File: src/rtl/fp_pkg.sv
// ============================================================================
//  Module   : fp_pkg
//  Purpose  : Shared fp32 types, rounding modes and constants.
//  Revision : 1.0
// ============================================================================
`default_nettype none

package fp_pkg;

   typedef struct packed {
      logic        sign;
      logic [7:0]  exponent;
      logic [22:0] mantissa;
   } fp_32b_t;

   typedef enum logic [2:0] {
      RM_RNE = 3'd0,
      RM_RTZ = 3'd1,
      RM_RDN = 3'd2,
      RM_RUP = 3'd3,
      RM_RMM = 3'd4
   } round_mode_e;

   localparam logic [31:0] FP_QNAN = 32'h7FC0_0000;
   localparam logic [31:0] FP_INF  = 32'h7F80_0000;

   typedef struct packed {
      logic        valid;
      logic [7:0]  exponent;
      logic        special;
      logic [31:0] special_result;
      logic        invalid;
      logic        div_by_zero;
   } sideband_t;

   localparam int SB_WIDTH = $bits(sideband_t);

   // Unlisted mode codes fall back to round-to-nearest-even.
   function automatic logic round_increment(input round_mode_e mode,
                                            input logic sign,
                                            input logic lsb,
                                            input logic guard,
                                            input logic round,
                                            input logic sticky);
      logic inc;
      case (mode)
         RM_RTZ:  inc = 1'b0;
         RM_RDN:  inc = sign & (guard | round | sticky);
         RM_RUP:  inc = ~sign & (guard | round | sticky);
         RM_RMM:  inc = guard;
         default: inc = guard & (round | sticky | lsb);
      endcase
      return inc;
   endfunction

endpackage

`default_nettype wire

File: src/rtl/fp_sideband_delay.sv
// ============================================================================
//  Module   : fp_sideband_delay
//  Purpose  : Fixed-depth shift register (DEPTH >= 1), cleared on reset.
//  Revision : 1.0
// ============================================================================
`default_nettype none

module fp_sideband_delay #(
   parameter int WIDTH = 1,
   parameter int DEPTH = 1
) (
   input  logic             clk,
   input  logic             rst,
   input  logic [WIDTH-1:0] d_i,
   output logic [WIDTH-1:0] q_o
);

   logic [DEPTH-1:0][WIDTH-1:0] pipe_q;

   generate
      if (DEPTH == 1) begin : g_single
         always_ff @(posedge clk or posedge rst) begin
            if (rst) pipe_q <= '0;
            else     pipe_q <= d_i;
         end
      end else begin : g_multi
         always_ff @(posedge clk or posedge rst) begin
            if (rst) pipe_q <= '0;
            else     pipe_q <= {pipe_q[DEPTH-2:0], d_i};
         end
      end
   endgenerate

   assign q_o = pipe_q[DEPTH-1];

endmodule

`default_nettype wire

File: src/rtl/fp_reciprocal_post.sv
// ============================================================================
//  Module   : fp_reciprocal_post
//  Purpose  : Reciprocal post-processing: exponent, rounding, packing, flags.
//             Optional misalignment checker: FP_RECIP_SYNC_CHECK_EN.
//  Revision : 1.0
// ============================================================================
`default_nettype none

module fp_reciprocal_post
   import fp_pkg::*;
#(
   parameter int LATENCY = 15
) (
   input  logic        clk,
   input  logic        rst,
   input  logic        valid_data_in,
   input  logic [7:0]  exponent_in,
   input  logic        special_case_in,
   input  logic [31:0] special_result_in,
   input  logic        invalid_in,
   input  logic        div_by_zero_in,
   input  logic        m_valid,
   input  logic [22:0] m_mant,
   input  logic        m_out_is_1,
   input  logic        m_guard,
   input  logic        m_round,
   input  logic        m_sticky,
   input  logic        m_sign,
   input  logic [2:0]  m_rounding_mode,
   output logic [31:0] out,
   output logic        valid_data_out,
   output logic        overflow,
   output logic        underflow,
   output logic        inexact,
   output logic        invalid_operation,
   output logic        div_by_zero,
   output logic        sync_error
);

   sideband_t             sb_in;
   sideband_t             sb_dly;
   logic [SB_WIDTH-1:0]   sb_dly_bits;

   assign sb_in = '{valid:          valid_data_in,
                    exponent:       exponent_in,
                    special:        special_case_in,
                    special_result: special_result_in,
                    invalid:        invalid_in,
                    div_by_zero:    div_by_zero_in};

   fp_sideband_delay #(
      .WIDTH (SB_WIDTH),
      .DEPTH (LATENCY)
   ) u_sideband_delay (
      .clk (clk),
      .rst (rst),
      .d_i (sb_in),
      .q_o (sb_dly_bits)
   );

   assign sb_dly = sideband_t'(sb_dly_bits);

   // Stage R: exponent and rounding decision
   logic signed [9:0] rnd_exp_d, rnd_exp_q;
   logic              rnd_inc_d, rnd_inc_q;
   logic              rnd_valid_q, rnd_special_q, rnd_invalid_q, rnd_dbz_q;
   logic              rnd_sign_q, rnd_inexact_q;
   logic [31:0]       rnd_result_q;
   logic [22:0]       rnd_mant_q;

   always_comb begin
      rnd_exp_d = (m_out_is_1 ? 10'sd254 : 10'sd253) - $signed({2'b00, sb_dly.exponent});
      rnd_inc_d = round_increment(round_mode_e'(m_rounding_mode), m_sign, m_mant[0],
                                  m_guard, m_round, m_sticky);
   end

   always_ff @(posedge clk or posedge rst) begin
      if (rst) begin
         rnd_valid_q   <= 1'b0;
         rnd_special_q <= 1'b0;
         rnd_result_q  <= '0;
         rnd_invalid_q <= 1'b0;
         rnd_dbz_q     <= 1'b0;
         rnd_exp_q     <= '0;
         rnd_mant_q    <= '0;
         rnd_inc_q     <= 1'b0;
         rnd_sign_q    <= 1'b0;
         rnd_inexact_q <= 1'b0;
      end else begin
         rnd_valid_q   <= sb_dly.valid;
         rnd_special_q <= sb_dly.special;
         rnd_result_q  <= sb_dly.special_result;
         rnd_invalid_q <= sb_dly.invalid;
         rnd_dbz_q     <= sb_dly.div_by_zero;
         rnd_exp_q     <= rnd_exp_d;
         rnd_mant_q    <= m_mant;
         rnd_inc_q     <= rnd_inc_d;
         rnd_sign_q    <= m_sign;
         rnd_inexact_q <= m_guard | m_round | m_sticky;
      end
   end

   // Stage P: apply increment, pack, flags; outputs hold between results
   logic [23:0]       mant_sum;
   logic signed [9:0] exp_post;
   fp_32b_t           res;
   logic [31:0]       out_d, out_q;
   logic              ov_d, uf_d, ix_d, io_d, dz_d;
   logic              ov_q, uf_q, ix_q, io_q, dz_q, vld_q;

   always_comb begin
      mant_sum = {1'b0, rnd_mant_q} + 24'(rnd_inc_q);
      exp_post = rnd_exp_q + $signed({9'd0, mant_sum[23]});
      res      = '0;
      out_d    = out_q;
      ov_d     = ov_q;
      uf_d     = uf_q;
      ix_d     = ix_q;
      io_d     = io_q;
      dz_d     = dz_q;
      if (rnd_valid_q) begin
         ov_d = 1'b0;
         uf_d = 1'b0;
         ix_d = 1'b0;
         io_d = 1'b0;
         dz_d = 1'b0;
         if (rnd_special_q) begin
            out_d = rnd_result_q;
            io_d  = rnd_invalid_q;
            dz_d  = rnd_dbz_q;
         end else if (rnd_exp_q <= 10'sd0) begin
            res.sign = rnd_sign_q;
            out_d    = res;
            uf_d     = 1'b1;
            ix_d     = 1'b1;
         end else if (exp_post >= 10'sd255) begin
            res      = fp_32b_t'(FP_INF);
            res.sign = rnd_sign_q;
            out_d    = res;
            ov_d     = 1'b1;
            ix_d     = 1'b1;
         end else begin
            res.sign     = rnd_sign_q;
            res.exponent = exp_post[7:0];
            res.mantissa = mant_sum[22:0];
            out_d        = res;
            ix_d         = rnd_inexact_q;
         end
      end
   end

   always_ff @(posedge clk or posedge rst) begin
      if (rst) begin
         out_q <= '0;
         vld_q <= 1'b0;
         ov_q  <= 1'b0;
         uf_q  <= 1'b0;
         ix_q  <= 1'b0;
         io_q  <= 1'b0;
         dz_q  <= 1'b0;
      end else begin
         out_q <= out_d;
         vld_q <= rnd_valid_q;
         ov_q  <= ov_d;
         uf_q  <= uf_d;
         ix_q  <= ix_d;
         io_q  <= io_d;
         dz_q  <= dz_d;
      end
   end

   assign out               = out_q;
   assign valid_data_out    = vld_q;
   assign overflow          = ov_q;
   assign underflow         = uf_q;
   assign inexact           = ix_q;
   assign invalid_operation = io_q;
   assign div_by_zero       = dz_q;

`ifdef FP_RECIP_SYNC_CHECK_EN
   logic sync_error_q;

   always_ff @(posedge clk or posedge rst) begin
      if (rst)                          sync_error_q <= 1'b0;
      else if (m_valid != sb_dly.valid) sync_error_q <= 1'b1;
   end

   assign sync_error = sync_error_q;
`else
   logic unused_m_valid;

   assign unused_m_valid = m_valid;
   assign sync_error     = 1'b0;
`endif

endmodule

`default_nettype wire

File: config.mk
export PLATFORM = sky130hd
export DESIGN_NAME = fp_reciprocal_post
export DESIGN_NICKNAME = d
export VERILOG_FILES = /design/src/rtl/fp_pkg.sv /design/src/rtl/fp_sideband_delay.sv /design/src/rtl/fp_reciprocal_post.sv
export SDC_FILE = /design/constraint.sdc
export NUM_CORES = 1
export LEC_CHECK = 0
export ABC_CLOCK_PERIOD_IN_PS = 32200
export BUFFER_PORTS_ARGS = -buffer_cell sky130_fd_sc_hd__buf_2
export CAP_MARGIN = 30
export CORE_MARGIN = 4
export CORE_UTILIZATION = 30
export CTS_BUF_LIST = sky130_fd_sc_hd__clkbuf_4 sky130_fd_sc_hd__clkbuf_8
export DETAILED_ROUTE_END_ITERATION = 6
export GPL_TIMING_DRIVEN = 0
export PLACE_DENSITY = 0.56
export SETUP_SLACK_MARGIN = 0.02
export SLEW_MARGIN = 20
export SYNTH_ARGS = -nofsm -noshare
export SYNTH_HDL_FRONTEND = slang
export SYNTH_SLANG_ARGS = --single-unit
File: constraint.sdc
create_clock -name clk -period 32.2 [get_ports clk]
set_input_delay 0 -clock clk [delete_from_list [all_inputs] [get_ports clk]]
set_output_delay 0 -clock clk [all_outputs]
set_load 0.1 [all_outputs]
* Yosys cells after proc, flatten, opt, wreduce, memory -nomap -nowiden
Cells that the tools add are included.
** Word-level totals
- Logic and storage cells :: 64
- Register bits :: 769
- Output and inout bits :: 39
- Input bits :: 78
** Cells by class
- Order comparisons :: 2
- $add $sub $neg :: 3
- Mux-type cells :: 15
- Bitwise operators :: 8
- Equal/unequal tests :: 4
** Operators by type and width (count)
- 31-bit 2-to-1 mux :: 2
- 32-bit 2-to-1 mux :: 1
- 23-bit by 1-bit adder with 24-bit output :: 1
- 9-bit by 2-bit adder with 10-bit output :: 1
- 10-bit by 9-bit greater-or-equal comparator with 1-bit output, second input constant :: 1
- 1-bit 2-to-1 mux :: 10
- 9-bit by 1-bit less-or-equal comparator with 1-bit output, second input constant :: 1
- 8-bit by 8-bit subtractor with 9-bit output :: 1
- 3-bit by 2-bit == test with 1-bit output, second input constant :: 2
- 1-bit bitwise OR :: 4
- 1-bit one-hot mux with 4 select lines :: 1
- 1-bit bitwise AND :: 3
- 3-bit by 1-bit == test with 1-bit output, second input constant :: 1
- 3-bit == test, second input constant :: 1
- 2-bit 2-to-1 mux :: 1
- 1-bit NOT :: 1

* Logic depth before layout (Yosys ltp)
- Word-level depth :: 6
- Gate-level depth with buffers :: 12
- Gate-level depth less buffers :: 11

* By module
From an unflattened synthesis, not the netlist that was laid out.
** Unflattened totals
- Cell total of the unflattened synthesis :: 1047
- Area total of the unflattened synthesis :: 21175.3 µm²
** Modules (own cells, without submodules)
- fp_sideband_delay :: area each 16849.9 µm², sequential area each 16515.8 µm², instances 1, cells each 705
- fp_reciprocal_post :: area each 4325.4 µm², sequential area each 2727.6 µm², instances 1, cells each 342

* Worst setup path after synthesis
OpenSTA, ideal clock, no wires.
- Kind :: reg2reg
- Start point :: register rnd_inc_q
- End point :: register out_q[10], in the netlist out[10]
- Setup time :: 0.144 ns
- Arrival :: 2.237 ns
- Slack :: 29.819 ns
- Stages on the path, launching flop included :: 13
- Buffers on the path :: 1
- Period minus slack after synthesis :: 2.381 ns
- Required time :: 32.056 ns
- Path through :: dfrtp_1 ha_1 nand3_1 nor3_2 nand2_1 nor2_1 ha_1 xor2_1 o211ai_2 a21o_1 nand3_2 buf_6 o221ai_2
** Between the ends
- Word-level cells in the longest chain between the ends :: 6
** Ends and longest elaborated chain
- start: declaration :: line fp_reciprocal_post.sv:65 : logic rnd_inc_d, rnd_inc_q;
- start signal: assignment :: line fp_reciprocal_post.sv:97 : rnd_inc_q <= rnd_inc_d;
- 23-bit by 1-bit adder with 24-bit output (*) :: line fp_reciprocal_post.sv:112 : mant_sum = {1'b0, rnd_mant_q} + 24'(rnd_inc_q);
- 9-bit by 2-bit adder with 10-bit output :: line fp_reciprocal_post.sv:113 : exp_post = rnd_exp_q + $signed({9'd0, mant_sum[23]});
- 10-bit by 9-bit greater-or-equal comparator with 1-bit output :: line fp_reciprocal_post.sv:136 : end else if (exp_post >= 10'sd255) begin
- 31-bit 2-to-1 mux (*) :: line fp_reciprocal_post.sv:136
- 31-bit 2-to-1 mux (*) :: line fp_reciprocal_post.sv:131 : end else if (rnd_exp_q <= 10'sd0) begin
- 32-bit 2-to-1 mux (*) :: line fp_reciprocal_post.sv:127 : if (rnd_special_q) begin
- end signal: assignment :: line fp_reciprocal_post.sv:162 : out_q <= out_d;
- end: declaration :: line fp_reciprocal_post.sv:107 : logic [31:0] out_d, out_q;
Mark *: on every way between the ends. The rest lies on a longest branch, timed or not.
A chain may end at the register's enable or synchronous reset.

* Worst setup path after layout
- Start point :: register rnd_inc_q
- End point :: register out_q[7], in the netlist out[7]
Same word-level chain as after synthesis.

==> flow_metrics.py <==
metrics = {
    "logic_synthesis": {
        "async_flop_share_pct": 100,
        "syn-num-nets": 1129,
        "synth_seq_cells": 769,
        "synth.yosys.seq_area_share_pct": 92.0,
        "ys_warn_count": 0,
        "ys.flop_type": "dfrtp_1",
        "netlist_area_sq_um": 20900,
        "ys_types": 50,
        "syn_inst": 1044,
        "synth_edf_count": 0,
        "postSynthAreaPerCell_sq_um": 20.0,
    },
    "final_layout": {
        "drive_gt1_share_pct": 23.3,
        "syn2layout_area_growth_pct": 28.5,
        "fillCellCount": 6224,
        "final_cell_mix": "dfrtp_1 (769), clkbuf_8 (147), dlygate4sd3_1 (143)",
        "final_cells": 2453,
        "nets": 1511,
        "mostFrequentLayoutCell": "dfrtp_1",
    },
    "timing": {
        "worst_hold_slack_ns": 0.193,
        "finalMaxSlewViolations": 0,
        "tightestPinTransition_ns": 0.841,
        "setup_violations": 0,
        "fin_crit_sh_pct": 9.97,
        "max_freq_mhz": 312,
        "hold_viol_final": 0,
        "grt_setup_unrepaired": "no",
        "slew-limit-headroom_pct": 43.9,
        "setup_tns_ns": 0,
        "finClkSkew_ns": 0.0216,
        "layout_min_cycle_time_ns": 3.21,
    },
    "setup_path": {
        "critPathMaxFanout": 10,
        "ff2ff_path_depth": 12,
        "slowest_stage": "nor3_2",
        "cpMostUsedCell": "ha_1",
        "cp.required_ns": 32.72,
        "crit_buf_inv": 1,
        "worst_setup_path_end_kind": "register",
        "path_depth": 12,
        "worst_ep_arrival_time_ns": 3.73,
        "start_kind": "register",
        "path_cells": "ha_1, nand3_1, nor3_2, nand2_1, nor2_1, ha_1, xor2_1, o211ai_2, a21o_1, nand3_2, buf_4, o21ai_1",
        "cp_slowest_stage_delay_ns": 0.63,
        "cp_top_family": "simple AND/OR/NAND/NOR gates",
        "crit_type": "register to register",
    },
    "routing": {
        "dr.first_iter.drc_count": 415,
        "ant_nets": 0,
        "totalWireLength_um": 30200,
        "drt_pass1_iterations": 6,
        "drcViolationCount": 0,
        "via_per_inst": 3.67,
        "wl_per_cell_um": 12.3,
        "vias": 8997,
    },
    "pwr": {
        "pwr-share-comb_pct": 5.3,
        "vdd_drop_max_mv": 0.0339,
        "p_sw_share_pct": 21.9,
        "p_switching_uw": 431,
        "p_int_mw": 1.53,
        "fin_total_pwr_mw": 1.96,
        "p_clk_share_pct": 41.9,
        "seqPwrFrac_pct": 52.8,
        "pwr_density_cell_nw_per_um2": 73.0,
        "p_leak_nw": 12.1,
    },
    "placed_design": {
        "globalplace.congestion": 0.766,
        "port_buffers": 114,
        "dp_hpwl_um": 17200,
        "dp.cells": 2097,
    },
    "floorplan": {
        "initial_core_util_pct": 30.4,
        "core_sq_um": 68800,
        "dieArea_sq_um": 74000,
        "pin_count": 117,
        "die_w_um": 272,
        "die_y_um": 272,
        "rows": 96,
    },
    "clocking": {
        "cts_buffer_depth": 3,
        "postCtsSetupRepairBufs": 0,
        "cts_root_buffer": "clkbuf_8",
        "cts_buffers": 115,
        "clkSlewWorstSetupHoldPaths_ns": 0.06,
        "htree_num_levels": 3,
        "cts_tree": "yes",
        "insertion_delay_ns": 0.66,
        "clock_sinks": 769,
    },
    "global_routing": {
        "grt_max_degree": 106,
        "grt_use_met3_pct": 2.36,
        "busiest_layer": "met2",
        "met2_usage_pct": 13.4,
        "use_met1_pct": 10.3,
        "grt_pass1_wl_um": 50700,
        "overflow": 0,
        "track_usage_pct": 8.48,
        "antenna_found_initial": 1,
        "grt_pass1_vias": 10000,
    },
    "job": {
        "cap_viol_max_count": 0,
    },
    "hold_path": {
        "hold_depth": 4,
        "hold_path.class": "input port to register",
    },
    "status": {
        "status": "completed",
    },
}
[cell type report]
| cell class | instances | area, sq um | area share (%) |
|---|---|---|---|
| clock buffer | 191 | 2350 | 8.76 |
| multi-input combinational | 230 | 1500 | 5.56 |
| antenna | 2 | 5.00 | 0.0186 |
| inverter | 28 | 113 | 0.419 |
| timing repair buffer | 265 | 2220 | 8.27 |
| sequential | 769 | 19200 | 71.6 |
| buffer | 17 | 80.1 | 0.298 |
| clock inverter | 20 | 200 | 0.745 |
| tap | 931 | 1160 | 4.33 |
[cells by family (layout without fill, tap and decap cells)]
kind of cell | Yosys count | in the layout | synth area share (%)
DFF | 769 | 769 | 92.0
and+or+nand+nor | 118 | 118 | 2.80
AOI/OAI and AO/OA | 71 | 71 | 2.48
muxes | 1 | 1 | 0.0478
other | 1 | 3 | 0.0179
xor gates and xnor gates | 32 | 32 | 1.34
buffers and inverters | 45 | 521 | 0.885
adders and majority gates | 7 | 7 | 0.454
[final timing paths]
check,slack (ns),from,to
setup reg to reg,28.99,rnd_inc_q,out[7]
setup / recovery,28.99,rnd_inc_q,out[7]
hold / removal,0.19,m_out_is_1,rnd_exp_q[0]
min in group asynchronous,0.55,rst,u_sideband_delay.pipe_q[34]
hold reg to reg,0.32,u_sideband_delay.pipe_q[305],u_sideband_delay.pipe_q[349]
max in group asynchronous,29.63,rst,rnd_mant_q[10]
[what timing repair did]
item | CTS | global route
hold endpoints to repair | 298 | 0
hold buffers | 143 | 0
resized for setup | 0 | 0
[stage by stage]
step / utilization, % / setup slack [ns] / area, sq um
after detailed placement: 33.3 / 28.99 / 22900
after floorplan: - / 10.61 / 20900
final: 39.1 / 28.99 / 26900
after global placement: 32.9 / 4.52 / 22700
after global routing: 39.0 / 28.76 / 26900
after CTS: 39.0 / 28.98 / 26900
[routing by layer]
layer / part of all wire (%) / up-vias
li1: - / 4172
met3: 5.3 / 94
met2: 48 / 248
met4: 4.1 / 0
met5: 0 / -
met1: 42 / 4483
[power groups by stage]
| stage | combinational, mW | sequential [mW] | clock (mW) |
|---|---|---|---|
| floorplan | 0.0299 | 1.09 | 0 |
| global placement | 0.0879 | 1.06 | 0 |
| detailed placement | 0.0933 | 1.05 | 0 |
| CTS | 0.107 | 1.04 | 0.861 |
| global route | 0.114 | 1.04 | 0.907 |
| finish | 0.105 | 1.04 | 0.822 |
[Yosys cell counts, drive strengths merged, types with 6 or more instances]
library cell / number / area share, %
dfrtp: 769 / 92
nand2: 39 / 0.70
nand3: 33 / 0.81
o21ai: 31 / 0.74
inv: 28 / 0.50
xor2: 20 / 0.84
nor2: 17 / 0.32
o221ai: 13 / 0.81
xnor2: 12 / 0.50
clkbuf: 10 / 0.18
a21oi: 7 / 0.17
a31oi: 7 / 0.24
buf: 7 / 0.20
and3: 6 / 0.18
ha: 6 / 0.36
[flip-flops by register name, indices dropped and copies added (netlist names), 9 cells and up]
| register | cells |
|---|---|
| out | 32 |
| rnd_exp_q | 9 |
| rnd_mant_q | 23 |
| rnd_result_q | 32 |
| u_sideband_delay.pipe_q | 616 |
| u_sideband_delay.q_o | 44 |
[worst min-delay path, cell delays in order]
cell and delay (ns):
dlygate4sd3_1 0.53, buf_2 0.13, ha_1 0.13, inv_1 0.03
Power figures use the tool's default switching activity.
